### config.mk
export PLATFORM = sky130hd
export DESIGN_NAME = event_tagger_fifo_flat
export DESIGN_NICKNAME = d
export VERILOG_FILES = /design/src/rtl/event_tagger_fifo_if.sv /design/src/rtl/event_tagger_fifo.sv /design/src/flat_wrapper.sv
export SDC_FILE = /design/constraint.sdc
export NUM_CORES = 1
export LEC_CHECK = 0
export ABC_AREA = 1
export BUFFER_PORTS_ARGS = -buffer_cell sky130_fd_sc_hd__buf_2
export CORE_ASPECT_RATIO = 1.4
export CORE_MARGIN = 4
export CORE_UTILIZATION = 30
export CTS_CLUSTER_SIZE = 10
export DETAILED_ROUTE_END_ITERATION = 12
export SLEW_MARGIN = 20
export SYNTH_ARGS = -nofsm -noshare
export SYNTH_HDL_FRONTEND = slang
export SYNTH_SLANG_ARGS = --single-unit
### constraint.sdc
create_clock -name clk -period 5.24 [get_ports clk]
set_input_delay 0.786 -clock clk [delete_from_list [all_inputs] [get_ports clk]]
set_output_delay 0.786 -clock clk [all_outputs]
set_load 0.02 [all_outputs]
### src/rtl/event_tagger_fifo_if.sv
// rtl/event_tagger_fifo_if.sv - readout handshake and status bundle for event_tagger_fifo
interface event_tagger_fifo_if #(
  parameter int CH         = 4,
  parameter int TW         = 36,
  parameter int DEPTH_LOG2 = 4,
  parameter int DROP_W     = 16
);
  localparam int RW = TW + CH + 3;

  logic [RW-1:0]       out_data;
  logic                out_valid;
  logic                out_ready;
  logic [DEPTH_LOG2:0] fifo_level;
  logic [DROP_W-1:0]   drop_count;

  modport master (
    output out_data,
    output out_valid,
    output fifo_level,
    output drop_count,
    input  out_ready
  );

  modport slave (
    input  out_data,
    input  out_valid,
    input  fifo_level,
    input  drop_count,
    output out_ready
  );
endinterface

### src/rtl/event_tagger_fifo.sv
// rtl/event_tagger_fifo.sv - time-stamps strobe edges, delta changes and timer wraps into a FWFT FIFO
module event_tagger_fifo #(
  parameter int CH         = 4,
  parameter int TW         = 36,
  parameter int DEPTH_LOG2 = 4,
  parameter int DROP_W     = 16,
  parameter int RW         = TW + CH + 3
) (
  input  logic          clk,
  input  logic          reset_n,
  input  logic [CH-1:0] strobe_channels,
  input  logic [CH-1:0] delta_channels,
  input  logic [CH-1:0] strobe_mask,
  input  logic          reset_counter,
  input  logic          counter_operate,
  input  logic          capture_operate,
  event_tagger_fifo_if.master rd
);
  localparam int                  DEPTH      = 2 ** DEPTH_LOG2;
  localparam logic [DEPTH_LOG2:0] FULL_LEVEL = (DEPTH_LOG2 + 1)'(DEPTH);

  // free-running timer and input history
  logic [TW-1:0] timer;
  logic [CH-1:0] prev_strobe;
  logic [CH-1:0] old_delta;
  logic          lost_pending;

  // FIFO storage; head is a separate register so out_data holds when empty
  logic [RW-1:0]         mem [DEPTH];
  logic [DEPTH_LOG2-1:0] wr_ptr;
  logic [DEPTH_LOG2-1:0] rd_ptr;
  logic [DEPTH_LOG2-1:0] rd_next;
  logic [DEPTH_LOG2:0]   level;
  logic [DEPTH_LOG2:0]   level_nxt;
  logic [RW-1:0]         head;
  logic [DROP_W-1:0]     drops;

  // event selection and write decision
  logic [CH-1:0]   strobe_edge;
  logic            delta_evt;
  logic            timer_zero;
  logic            wrap_evt;
  logic            want_write;
  logic            strobe_clash;
  logic            pop;
  logic            push;
  logic            full_drop;
  logic [RW-1:0]   rec;
  logic [1:0]      drop_inc;
  logic [DROP_W:0] drop_sum;

  // Detect events, build the candidate record and decide push/pop/drop for this cycle
  always_comb begin
    strobe_edge  = strobe_channels & ~prev_strobe & strobe_mask;
    delta_evt    = (delta_channels != old_delta);
    timer_zero   = (timer == '0);
    wrap_evt     = timer_zero && counter_operate;
    want_write   = capture_operate && (delta_evt || (|strobe_edge) || wrap_evt);
    // a strobe edge hidden behind a delta record is lost, but only when capturing
    strobe_clash = capture_operate && delta_evt && (|strobe_edge);
    if (delta_evt) begin
      rec = {timer_zero, 1'b1, lost_pending, delta_channels, timer};
    end else begin
      rec = {timer_zero, 1'b0, lost_pending, strobe_edge, timer};
    end
    pop       = (level != '0) && rd.out_ready;
    // a full FIFO still accepts the push when its head leaves in the same cycle
    push      = want_write && ((level != FULL_LEVEL) || pop);
    full_drop = want_write && !push;
    drop_inc  = {1'b0, full_drop} + {1'b0, strobe_clash};
    drop_sum  = {1'b0, drops} + (DROP_W + 1)'(drop_inc);
    level_nxt = level + (DEPTH_LOG2 + 1)'(push) - (DEPTH_LOG2 + 1)'(pop);
    rd_next   = rd_ptr + 1'b1;
  end

  // Timer: synchronous clear has priority over counting; wraps naturally
  always_ff @(posedge clk or negedge reset_n) begin
    if (!reset_n) begin
      timer <= '0;
    end else if (reset_counter) begin
      timer <= '0;
    end else begin
      timer <= timer + TW'(counter_operate);
    end
  end

  // Input history tracks every cycle, independent of capture or FIFO state
  always_ff @(posedge clk or negedge reset_n) begin
    if (!reset_n) begin
      prev_strobe <= '0;
      old_delta   <= '0;
    end else begin
      prev_strobe <= strobe_channels;
      old_delta   <= delta_channels;
    end
  end

  // Loss bookkeeping: saturating drop counter and the flag carried by the next stored record
  always_ff @(posedge clk or negedge reset_n) begin
    if (!reset_n) begin
      drops        <= '0;
      lost_pending <= 1'b0;
    end else begin
      if (drop_sum[DROP_W]) begin
        drops <= '1;
      end else begin
        drops <= drop_sum[DROP_W-1:0];
      end
      if (push) begin
        lost_pending <= strobe_clash;
      end else if (full_drop) begin
        lost_pending <= 1'b1;
      end
    end
  end

  // FIFO storage write; contents need no reset because level gates visibility
  always_ff @(posedge clk) begin
    if (push) begin
      mem[wr_ptr] <= rec;
    end
  end

  // FIFO pointers, occupancy and the fall-through head register
  always_ff @(posedge clk or negedge reset_n) begin
    if (!reset_n) begin
      wr_ptr <= '0;
      rd_ptr <= '0;
      level  <= '0;
      head   <= '0;
    end else begin
      if (push) begin
        wr_ptr <= wr_ptr + 1'b1;
      end
      if (pop) begin
        rd_ptr <= rd_next;
      end
      level <= level_nxt;
      if (pop) begin
        if (level > (DEPTH_LOG2 + 1)'(1)) begin
          head <= mem[rd_next];
        end else if (push) begin
          head <= rec;
        end
      end else if ((level == '0) && push) begin
        head <= rec;
      end
    end
  end

  assign rd.out_data   = head;
  assign rd.out_valid  = (level != '0);
  assign rd.fifo_level = level;
  assign rd.drop_count = drops;
endmodule

### src/flat_wrapper.sv
// flat-port wrapper written by rule: the top's interface ports become plain ports
module event_tagger_fifo_flat 
#(
  parameter int CH         = 4,
  parameter int TW         = 36,
  parameter int DEPTH_LOG2 = 4,
  parameter int DROP_W     = 16,
  parameter int RW         = TW + CH + 3
)
  (clk, reset_n, strobe_channels, delta_channels, strobe_mask, reset_counter, counter_operate, capture_operate, rd_out_data, rd_out_valid, rd_fifo_level, rd_drop_count, rd_out_ready);
  event_tagger_fifo_if #(.CH(CH), .TW(TW), .DEPTH_LOG2(DEPTH_LOG2), .DROP_W(DROP_W)) rd_i ();
  input  logic clk;
  input  logic reset_n;
  input  logic [CH-1:0] strobe_channels;
  input  logic [CH-1:0] delta_channels;
  input  logic [CH-1:0] strobe_mask;
  input  logic reset_counter;
  input  logic counter_operate;
  input  logic capture_operate;
  output wire logic [$bits(rd_i.out_data)-1:0] rd_out_data;
  output wire logic [$bits(rd_i.out_valid)-1:0] rd_out_valid;
  output wire logic [$bits(rd_i.fifo_level)-1:0] rd_fifo_level;
  output wire logic [$bits(rd_i.drop_count)-1:0] rd_drop_count;
  input wire logic [$bits(rd_i.out_ready)-1:0] rd_out_ready;
  assign rd_out_data = rd_i.out_data;
  assign rd_out_valid = rd_i.out_valid;
  assign rd_fifo_level = rd_i.fifo_level;
  assign rd_drop_count = rd_i.drop_count;
  assign rd_i.out_ready = rd_out_ready;
  event_tagger_fifo #(.CH(CH), .TW(TW), .DEPTH_LOG2(DEPTH_LOG2), .DROP_W(DROP_W), .RW(RW)) u_core (.clk(clk), .reset_n(reset_n), .strobe_channels(strobe_channels), .delta_channels(delta_channels), .strobe_mask(strobe_mask), .reset_counter(reset_counter), .counter_operate(counter_operate), .capture_operate(capture_operate), .rd(rd_i));
endmodule
### Word level (Yosys, flattened, before mapping)

Memory sizes are Yosys's and may differ from the RTL's.
Index checks and enable logic that the tools add are counted.

| operators by class | value |
|---|---|
| magnitude comparators | 1 |
| shift operators | 0 |
| $mul | 0 |
| reduce and logical (&&, ||, !) cells | 19 |
| divide/modulo/power cells | 0 |
| add/subtract/negate cells | 7 |
| equality and inequality tests | 3 |
| muxes and demuxes | 11 |
| bitwise operators | 3 |

Operators by type and width:

| kind | count |
|---|---|
| 43-bit 2-to-1 mux | 4 |
| 42-bit 2-to-1 mux | 1 |
| 36-bit by 1-bit adder with 36-bit output | 1 |
| 36-bit logical NOT | 1 |
| 36-bit 2-to-1 mux | 1 |
| 16-bit by 2-bit adder with 17-bit output | 1 |
| 16-bit 2-to-1 mux | 1 |
| 4-bit by 1-bit adder with 4-bit output, second input constant | 2 |
| 4-bit AND | 2 |
| 1-bit logical AND | 8 |
| 5-bit by 1-bit adder with 5-bit output | 1 |
| 5-bit by 1-bit greater-than comparator with 1-bit output, second input constant | 1 |
| 5-bit logical NOT | 1 |
| 5-bit != test, second input constant | 1 |
| 5-bit nonzero test | 1 |
| 5-bit by 1-bit subtractor with 5-bit output | 1 |
| 1-bit 2-to-1 mux | 4 |
| 4-bit != test | 1 |
| 4-bit inverter | 1 |
| 2-bit nonzero test | 2 |
| 4-bit OR reduction | 1 |
| 1-bit logical OR | 3 |
| 3-bit != test, second input constant | 1 |
| 1-bit by 1-bit adder with 2-bit output | 1 |
| 2 further kinds | 2 |

| word-level totals | value |
|---|---|
| output and inout port bits | 65 |
| logic and storage cells | 54 |
| memory bits (read-only) | 0 |
| memories | 1 |
| bits in registers | 117 |
| latch bits | 0 |
| memory bits (writable) | 688 |
| input port bits | 18 |

Memory list:

| memory | depth | width | rd ports | clocked after Yosys merged registers in | wr ports | RTL line | source |
|---|---|---|---|---|---|---|---|
| u_core.mem | 16 | 43 | 1 | 0 | 1 | event_tagger_fifo.sv:29 | `logic [RW-1:0] mem [DEPTH];` |

### Logic depth before layout (Yosys ltp)

Gate-level depths: netlist of the first run.

| depth | value |
|---|---|
| word-level depth | 13 |
| mapped depth | 19 |
| depth with buffers taken out | 19 |

### Worst setup path after synthesis of the first run

OpenSTA, ideal clock, no wires.

| timing | value |
|---|---|
| path type | input port to flip-flop |
| start | input port delta_channels[0] |
| end | memory u_core.mem[0][0] in the netlist's numbering (enable) |
| path buffers | 0 |
| path slack | 1.239 ns |
| arrival | 3.557 ns |
| stages | 9 |
| required time | 4.797 ns |
| library setup time | 0.443 ns |
| cell sequence | xor2_1 -> a21oi_4 -> nand2_4 -> nor2_2 -> nand2_2 -> nand3_2 -> inv_2 -> nand2_1 -> nor2_1 |

| on the way | value |
|---|---|
| longest elaborated chain between the ends | 7 |

RTL lines:

| item | RTL line | source |
|---|---|---|
| start, declared | flat_wrapper.sv:15 | `input logic [CH-1:0] delta_channels;` |
| 4-bit != test | event_tagger_fifo.sv:55 | `delta_evt = (delta_channels != old_delta);` |
| via u_core.delta_evt | event_tagger_fifo.sv:40 | `logic delta_evt;` |
| 1-bit logical OR (2 in a row) | event_tagger_fifo.sv:58 | `want_write = capture_operate && (delta_evt \|\| (\|strobe_edge) \|\| wrap_evt);` |
| 1-bit logical AND | event_tagger_fifo.sv:58 |  |
| 1-bit logical AND | event_tagger_fifo.sv:68 | `push = want_write && ((level != FULL_LEVEL) \|\| pop);` |
| via u_core.push | event_tagger_fifo.sv:46 | `logic push;` |
| 1-bit 2-to-1 mux | event_tagger_fifo.sv:119 | `if (push) begin` |
| 1-bit 2-to-1 mux (not written as such) | event_tagger_fifo.sv:120 | `mem[wr_ptr] <= rec;` |
| end, declared | event_tagger_fifo.sv:29 |  |

The timed path passes the listed nets, and every way through them passes these cells.

### Worst setup path in the final report of the first run

| timing | value |
|---|---|
| start | register u_core.timer[10] |
| end | memory u_core.mem[1][7] in the netlist's numbering (enable) |

| on the way | value |
|---|---|
| longest elaborated chain between the ends | 7 |

RTL lines:

| item | RTL line | source |
|---|---|---|
| start, declared | event_tagger_fifo.sv:23 | `logic [TW-1:0] timer;` |
| start signal, assigned | event_tagger_fifo.sv:83 | `timer <= timer + TW'(counter_operate);` |
| 36-bit logical NOT | event_tagger_fifo.sv:56 | `timer_zero = (timer == '0);` |
| 1-bit logical AND | event_tagger_fifo.sv:57 | `wrap_evt = timer_zero && counter_operate;` |
| 1-bit logical OR | event_tagger_fifo.sv:58 |  |
| 1-bit logical AND | event_tagger_fifo.sv:58 |  |
| 1-bit logical AND | event_tagger_fifo.sv:68 |  |
| via u_core.push | event_tagger_fifo.sv:46 |  |
| 1-bit 2-to-1 mux | event_tagger_fifo.sv:119 |  |
| 1-bit 2-to-1 mux (not written as such) | event_tagger_fifo.sv:120 |  |

The timed path passes the listed nets, and every way through them passes these cells.

==> results.json, run 1 <==
{
  "timing.rr.start": "u_core.timer[10]$_DFF_PN0_",
  "synth_ff_type": "edfxtp_1",
  "grt_util_met3": 0.0286,
  "cts_buffers": 91,
  "final-setup-viol-count": 0,
  "drc": 0,
  "layout.nets": 3057,
  "grt_max_degree": 203,
  "critPathSlowestCell": "nor2_4",
  "cap_violations": 0,
  "async_reset_ff_frac": 0.145,
  "r2r_end": "u_core.mem[1][7]$_DFFE_PP_",
  "ioPinCount": 83,
  "grt.total_usage": 0.154,
  "synth_area_leaders": "edfxtp_1 62%, dfrtp_1 8.7%, nor2_1 7.5%",
  "grtUsageMet2": 0.278,
  "syn_nets": 2990,
  "fin_skew_ns": 0.0274,
  "hold-path-cell-count": 1,
  "hpwl_microns": 53000,
  "startpoint_type": "register",
  "fin_util": 0.346,
  "path_delay_family": "simple AND/OR/NAND/NOR gates",
  "chipWidth_microns": 291,
  "crit_chain": "nor2_1 > nand2_1 > nor2_1 > nand2_1 > nor2_1 > nand3_1 > nand2_2 > nand3_2 > inv_2 > nand2_1 > nor2_4 > buf_4",
  "slew_headroom": 0.267,
  "cts-root-buf": "clkbuf_16",
  "htreeDepth": 3,
  "syn-instance-count": 2954,
  "hp-start": "strobe_channels[0]",
  "endpoint_kind": "register",
  "cts_tree": "built",
  "yosysUniqueCellTypes": 46,
  "gp_congestion": 0.863,
  "critPathMaxStageDelay_ns": 0.69,
  "drive_above_1_share": 0.0928,
  "worst_pin_slew_ns": 1.10,
  "synth-edff-count": 688,
  "row_count": 144,
  "busiest_layer": "met2",
  "mostFrequentLayoutCells": "688 x edfxtp_1, 654 x nor2_1, 411 x nand2_1",
  "wl_per_cell_microns": 20.4,
  "reg2regPathDepth": 12,
  "max_freq_mhz": 262,
  "clk_latency_ns": 0.67,
  "clkTransAtPathRegs_ns": 0.06,
  "dieArea_sq_mm": 0.117,
  "cts_buffer_depth": 3,
  "min_to": "u_core.prev_strobe[0]$_DFF_PN0_",
  "crit_arrival_ns": 4.13,
  "avgViaCountPerCell": 4.91,
  "tns_ns": 0,
  "synth_warnings": 0,
  "critPathBufInv": 2,
  "period_needed_ns": 3.82,
  "vdd_drop_max_mv": 0.656,
  "grt_pass1_vias": 22099,
  "r2r_slack_ns": 1.42,
  "wl_microns": 92600,
  "drt_iter0_markers": 1993,
  "grt_pass1_wl_microns": 140000,
  "crit_start": "u_core.timer[10]$_DFF_PN0_",
  "antenna_found_initial": 2,
  "p_leak_nw": 14.0,
  "dp_cells": 4387,
  "postSynthAreaPerCell_sq_um": 11.4,
  "final_common_cell": "edfxtp_1",
  "dr_total_vias": 22297,
  "use_met1": 0.188,
  "die_h_microns": 404,
  "cts.sinks": 805,
  "crit_type": "register to register",
  "fillCellCount": 10904,
  "power_mw": 22.7,
  "hp-class": "input pin to register",
  "synth_area_sq_mm": 0.0336,
  "hold_violations": 0,
  "cp_data_required_time_ns": 5.56,
  "start_util": 0.303,
  "p_per_area_mw_per_mm2": 593,
  "drtAntennaViolNets": 0,
  "slew_violations": 0,
  "rsz0062_at_grt": "no",
  "outcome": "completed",
  "coreArea_sq_mm": 0.111,
  "port-buffer-count": 82,
  "yosysTopAreaCell": "edfxtp_1",
  "post-route-period-util": 0.729,
  "dr.pass1.iters": 5,
  "ys_ff_latch": 805,
  "overflow": 0,
  "post_cts_buffers": 0,
  "synth_top_area_share": 0.616,
  "worstPathMaxFanout": 24,
  "area_delta_synth_final_pct": 14.1,
  "seq_area_frac_synth": 0.703,
  "fin_cells": 4545
}
-- how the worst max path moves through the flow --
| stage | endpoint | slack [ns] | depth (start not counted) |
|---|---|---|---|
| 3_5_place_dp | u_core.mem[11][11]$_DFFE_PP_ | 1.39 | 12 |
| 3_3_place_gp | u_core.mem[1][11]$_DFFE_PP_ | 1.47 | 12 |
| 6_report | u_core.mem[1][7]$_DFFE_PP_ | 1.42 | 12 |
| 5_1_grt | u_core.rd.drop_count[9]$_DFF_PN0_ | 0.99 | 18 |
| 2_1_floorplan | u_core.mem[0][0]$_DFFE_PP_ | 1.24 | 9 |
| 4_1_cts | u_core.mem[1][7]$_DFFE_PP_ | 1.37 | 12 |
-- cells in the mapped netlist (all sizes together), types with 3 or more instances --
library cell / number
nand3: 277
nor3: 25
nand2: 414
nand4: 17
inv: 72
buf: 104
ha: 16
nor2: 674
dfrtp: 117
edfxtp: 688
or2: 3
o211ai: 80
a21oi: 16
xnor2: 10
xor2: 23
clkbuf: 62
o21ai: 340
-- per-layer routing --
| layer | routed length, microns | part of all wire | vias to the layer above |
|---|---|---|---|
| met3 | 5290 | 0.057 | 134 |
| met4 | 2220 | 0.024 | 0 |
| met1 | 37500 | 0.41 | 11018 |
| met5 | 0 | 0 | - |
| li1 | - | - | 10459 |
| met2 | 47500 | 0.51 | 686 |
-- kinds of logic after synthesis --
kind of cell    synth area share
simple gates               0.174
compound gates            0.0729
fa+ha+maj                0.00716
flops                      0.703
buf+inv                   0.0336
xor+xnor                 0.00962
-- final cells by class --
| type | instances | area (sq um) | area share |
|---|---|---|---|
| diodes | 3 | 7.51 | 0.000196 |
| clock buffers | 147 | 2550 | 0.0666 |
| clock inverters | 7 | 78.8 | 0.00206 |
| inverters | 73 | 289 | 0.00755 |
| multi-input cells | 1910 | 9000 | 0.235 |
| flip-flops and latches | 805 | 23600 | 0.616 |
| well taps | 1460 | 1830 | 0.0477 |
| repair buffers | 140 | 955 | 0.0249 |
-- what timing repair did --
action / 4_1_cts / 5_1_grt
endpoints found under the hold margin: 23 / 0
hold buffers: 1 / 0
resized for setup: 0 / 0
-- per-stage QoR --
step	setup slack, ns	hold slack [ns]	instance area, sq um
after global placement	1.47	0.487	35700
after CTS	1.37	0.197	38300
after detailed placement	1.39	0.488	35700
after global routing	0.995	0.223	38300
after floorplan	1.24	0.490	33600
final	1.42	0.258	38300
-- flip-flops by register name, indices dropped and copies added, names as in the netlist --
register	cells
u_core.lost_pending	1
u_core.prev_strobe	4
u_core.rd_ptr	4
u_core.rd.fifo_level	5
u_core.mem	688
u_core.old_delta	4
u_core.rd.out_data	43
u_core.timer	36
u_core.wr_ptr	4
u_core.rd.drop_count	16
-- power breakdown --
part	internal (mW)	switching [mW]
registers	7.55	0.260
clock network	3.31	2.47
logic	2.74	6.37
-- worst register-to-register path, delay by kind of cell (launching register included) --
kind          cells  cell delay, ns
buf+inv           2            0.65
simple gates     10            2.20
flops             1            0.62
(Power assumes the default switching activity.)
==> run 2, diff against run 1 <==
- ABC_AREA: 1 -> 0
- clock period: 5.24 -> 3.45 ns (I/O delays scaled with it)
==> run 2 against run 1 <==
  * Combinational power up 16%
  * Critical endpoint is now u_core.rd.drop_count[10]$_DFF_PN0_
  * Largest power group is now sequential cells
  * Utilization up 0.94 points
  * Sequential share of layout area up 1.3 points
  * Via count down 26%
==> results.json, run 2 <==
{
  "worst_hold_slack_ns": 0.0336,
  "grt_max_degree": 99,
  "slew_violations": 0,
  "synth_area_sq_mm": 0.0319,
  "p_leak_nw": 11.8,
  "port-buffer-count": 82,
  "avgViaCountPerCell": 5.10,
  "seq_area_frac_synth": 0.740,
  "path_delay_family": "simple AND/OR/NAND/NOR gates",
  "async_reset_ff_frac": 0.145,
  "area_delta_synth_final_pct": 17.7,
  "coreArea_sq_mm": 0.105,
  "synth_ff_type": "edfxtp_1",
  "gp_congestion": 0.773,
  "cp_data_required_time_ns": 3.99,
  "tns_ns": 0,
  "wl_microns": 79600,
  "cpMostUsedCell": "or3_4",
  "slew_headroom": 0.373,
  "antenna_found_initial": 3,
  "synth_top_area_share": 0.648,
  "grt_util_met3": 0.0211,
  "grtUsageMet2": 0.256,
  "cts-root-buf": "clkbuf_16",
  "synth_area_leaders": "edfxtp_1 65%, mux4_2 15%, dfrtp_1 9.2%",
  "p_per_area_mw_per_mm2": 850,
  "cts_buffer_depth": 3,
  "drtAntennaViolNets": 0,
  "top_register": "u_core.mem",
  "timing.rr.start": "u_core.timer[15]$_DFF_PN0_",
  "dr_total_vias": 16476,
  "overflow": 0,
  "critPathMaxStageDelay_ns": 0.47,
  "post-route-period-util": 0.943,
  "endpoint": "u_core.rd.drop_count[10]$_DFF_PN0_",
  "clk_latency_ns": 0.64,
  "mostFrequentLayoutCells": "688 x edfxtp_1, 210 x mux4_2, 103 x dfrtp_1",
  "syn-instance-count": 1600,
  "row_count": 141,
  "crit_type": "register to register",
  "r2r_end": "u_core.rd.drop_count[10]$_DFF_PN0_",
  "endpoint_kind": "register",
  "cp.depth": 13,
  "yosysTopAreaCell": "edfxtp_1",
  "hp-class": "input pin to asynchronous set/reset pin",
  "worstPathMaxFanout": 13,
  "dr.pass1.iters": 6,
  "startpoint_type": "register",
  "critPathSlowestCell": "or3_4",
  "use_met1": 0.170,
  "start_util": 0.302,
  "synth-edff-count": 688,
  "final-setup-viol-count": 0,
  "busiest_layer": "met2",
  "largest_reg_flops": 688,
  "crit_start": "u_core.timer[15]$_DFF_PN0_",
  "die_h_microns": 394,
  "cts_buffers": 90,
  "vdd_drop_max_mv": 0.969,
  "layout.nets": 1832,
  "fin_skew_ns": 0.0278,
  "yosysMostFrequentCell": "edfxtp_1",
  "rsz0062_at_grt": "no",
  "outcome": "completed",
  "period_needed_ns": 3.25,
  "critPathBufInv": 3,
  "max_freq_mhz": 308,
  "cts.sinks": 805,
  "hold_violations": 0,
  "place_ws_ns": 0.118,
  "wl_per_cell_microns": 24.6,
  "power_mw": 31.9,
  "post_cts_buffers": 0,
  "clkTransAtPathRegs_ns": 0.06,
  "drc": 0,
  "crit_arrival_ns": 3.79,
  "hpwl_microns": 45700,
  "drt_iter0_markers": 1311,
  "ioPinCount": 83,
  "synth_warnings": 0,
  "postSynthAreaPerCell_sq_um": 19.9,
  "chipWidth_microns": 283,
  "r2r_slack_ns": 0.20,
  "cap_violations": 0,
  "grt_pass1_wl_microns": 118000,
  "drive_above_1_share": 0.296,
  "grt.total_usage": 0.141,
  "grt_pass1_vias": 17566,
  "crit_chain": "nor4_2 > nand4_1 > nor4_4 > buf_4 > or2_2 > nand2_1 > fa_2 > inv_2 > ha_4 > inv_1 > or3_4 > or3_4 > o21ai_0",
  "synthTopCellsByCount": "688 x edfxtp_1, 210 x mux4_2, 117 x dfrtp_1",
  "cts_tree": "built",
  "final_common_cell": "edfxtp_1",
  "worst_pin_slew_ns": 0.938,
  "yosysUniqueCellTypes": 44,
  "ys_ff_latch": 805,
  "syn_nets": 1636,
  "htreeDepth": 3,
  "reg2regPathDepth": 13,
  "dieArea_sq_mm": 0.112,
  "setup_slack_ns": 0.198
}
-- run 2: changes by cell type in the layout (fill, tap and decap cells not counted), moves of 42 or more --
cell,previous run,this run
o21ai_0,204,55
nand2_1,411,42
o211ai_1,80,0
mux4_2,0,210
o21ai_1,136,2
nor2_1,654,78
inv_1,60,18
nand3_1,274,59
-- run 2: cell type report --
cell class | count | area (sq um)
clock buffer | 163 | 2570
multi-input combinational | 687 | 7800
antenna | 1 | 2.50
sequential | 805 | 23600
timing repair buffer | 193 | 1740
tap | 1358 | 1700
inverter | 19 | 71.3
fill | 9682 | 68000
clock inverter | 3 | 26.3
-- run 2: how the worst min path moves through the flow --
| stage | start | depth (start not counted) | endpoint |
|---|---|---|---|
| floorplan | reset_n | 0 | u_core.lost_pending$_DFFE_PN0P_ |
| global placement | u_core.rd.drop_count[8]$_DFF_PN0_ | 2 | u_core.rd.drop_count[8]$_DFF_PN0_ |
| detailed placement | u_core.rd.drop_count[12]$_DFF_PN0_ | 2 | u_core.rd.drop_count[12]$_DFF_PN0_ |
| CTS | strobe_channels[1] | 1 | u_core.prev_strobe[1]$_DFF_PN0_ |
| global route | strobe_channels[1] | 1 | u_core.prev_strobe[1]$_DFF_PN0_ |
| finish | reset_n | 1 | u_core.rd.drop_count[12]$_DFF_PN0_ |
-- run 2: report_power, final --
group,total (mW),switching (mW),internal (mW)
Sequential,12.7,0.629,12.1
Clock,8.60,3.62,4.98
Combinational,10.6,5.64,4.98
Total,31.9,9.89,22.0
-- run 2: kinds of logic after synthesis --
group / count (synthesis) / share of synthesized area
adder cells (fa/ha/maj): 18 / 0.00754
AND/OR/NAND/NOR: 264 / 0.0432
AO/OA/AOI/OAI: 131 / 0.0233
buffers and inverters: 108 / 0.0186
flip-flops: 805 / 0.740
multiplexers: 226 / 0.154
XOR/XNOR: 48 / 0.0132
-- run 2: layer usage --
layer,wire length (microns),up-vias
li1,-,6933
met1,30300,8848
met2,42700,586
met3,4620,109
met4,1960,0
met5,0,-
-- run 2: repair_timing --
item	CTS	global route
hold endpoints to repair	5	0
hold buffers	5	0
endpoints found under the setup margin	0	15
resized for setup	0	2
-- run 2: metrics by stage --
stage               std cells   util  cell area, sq um
global placement         3057  0.330             34900
detailed placement       3057  0.330             34900
global route             3228  0.356             37500
floorplan                1600      -             31900
CTS                      3228  0.355             37500
finish                   3229  0.356             37500
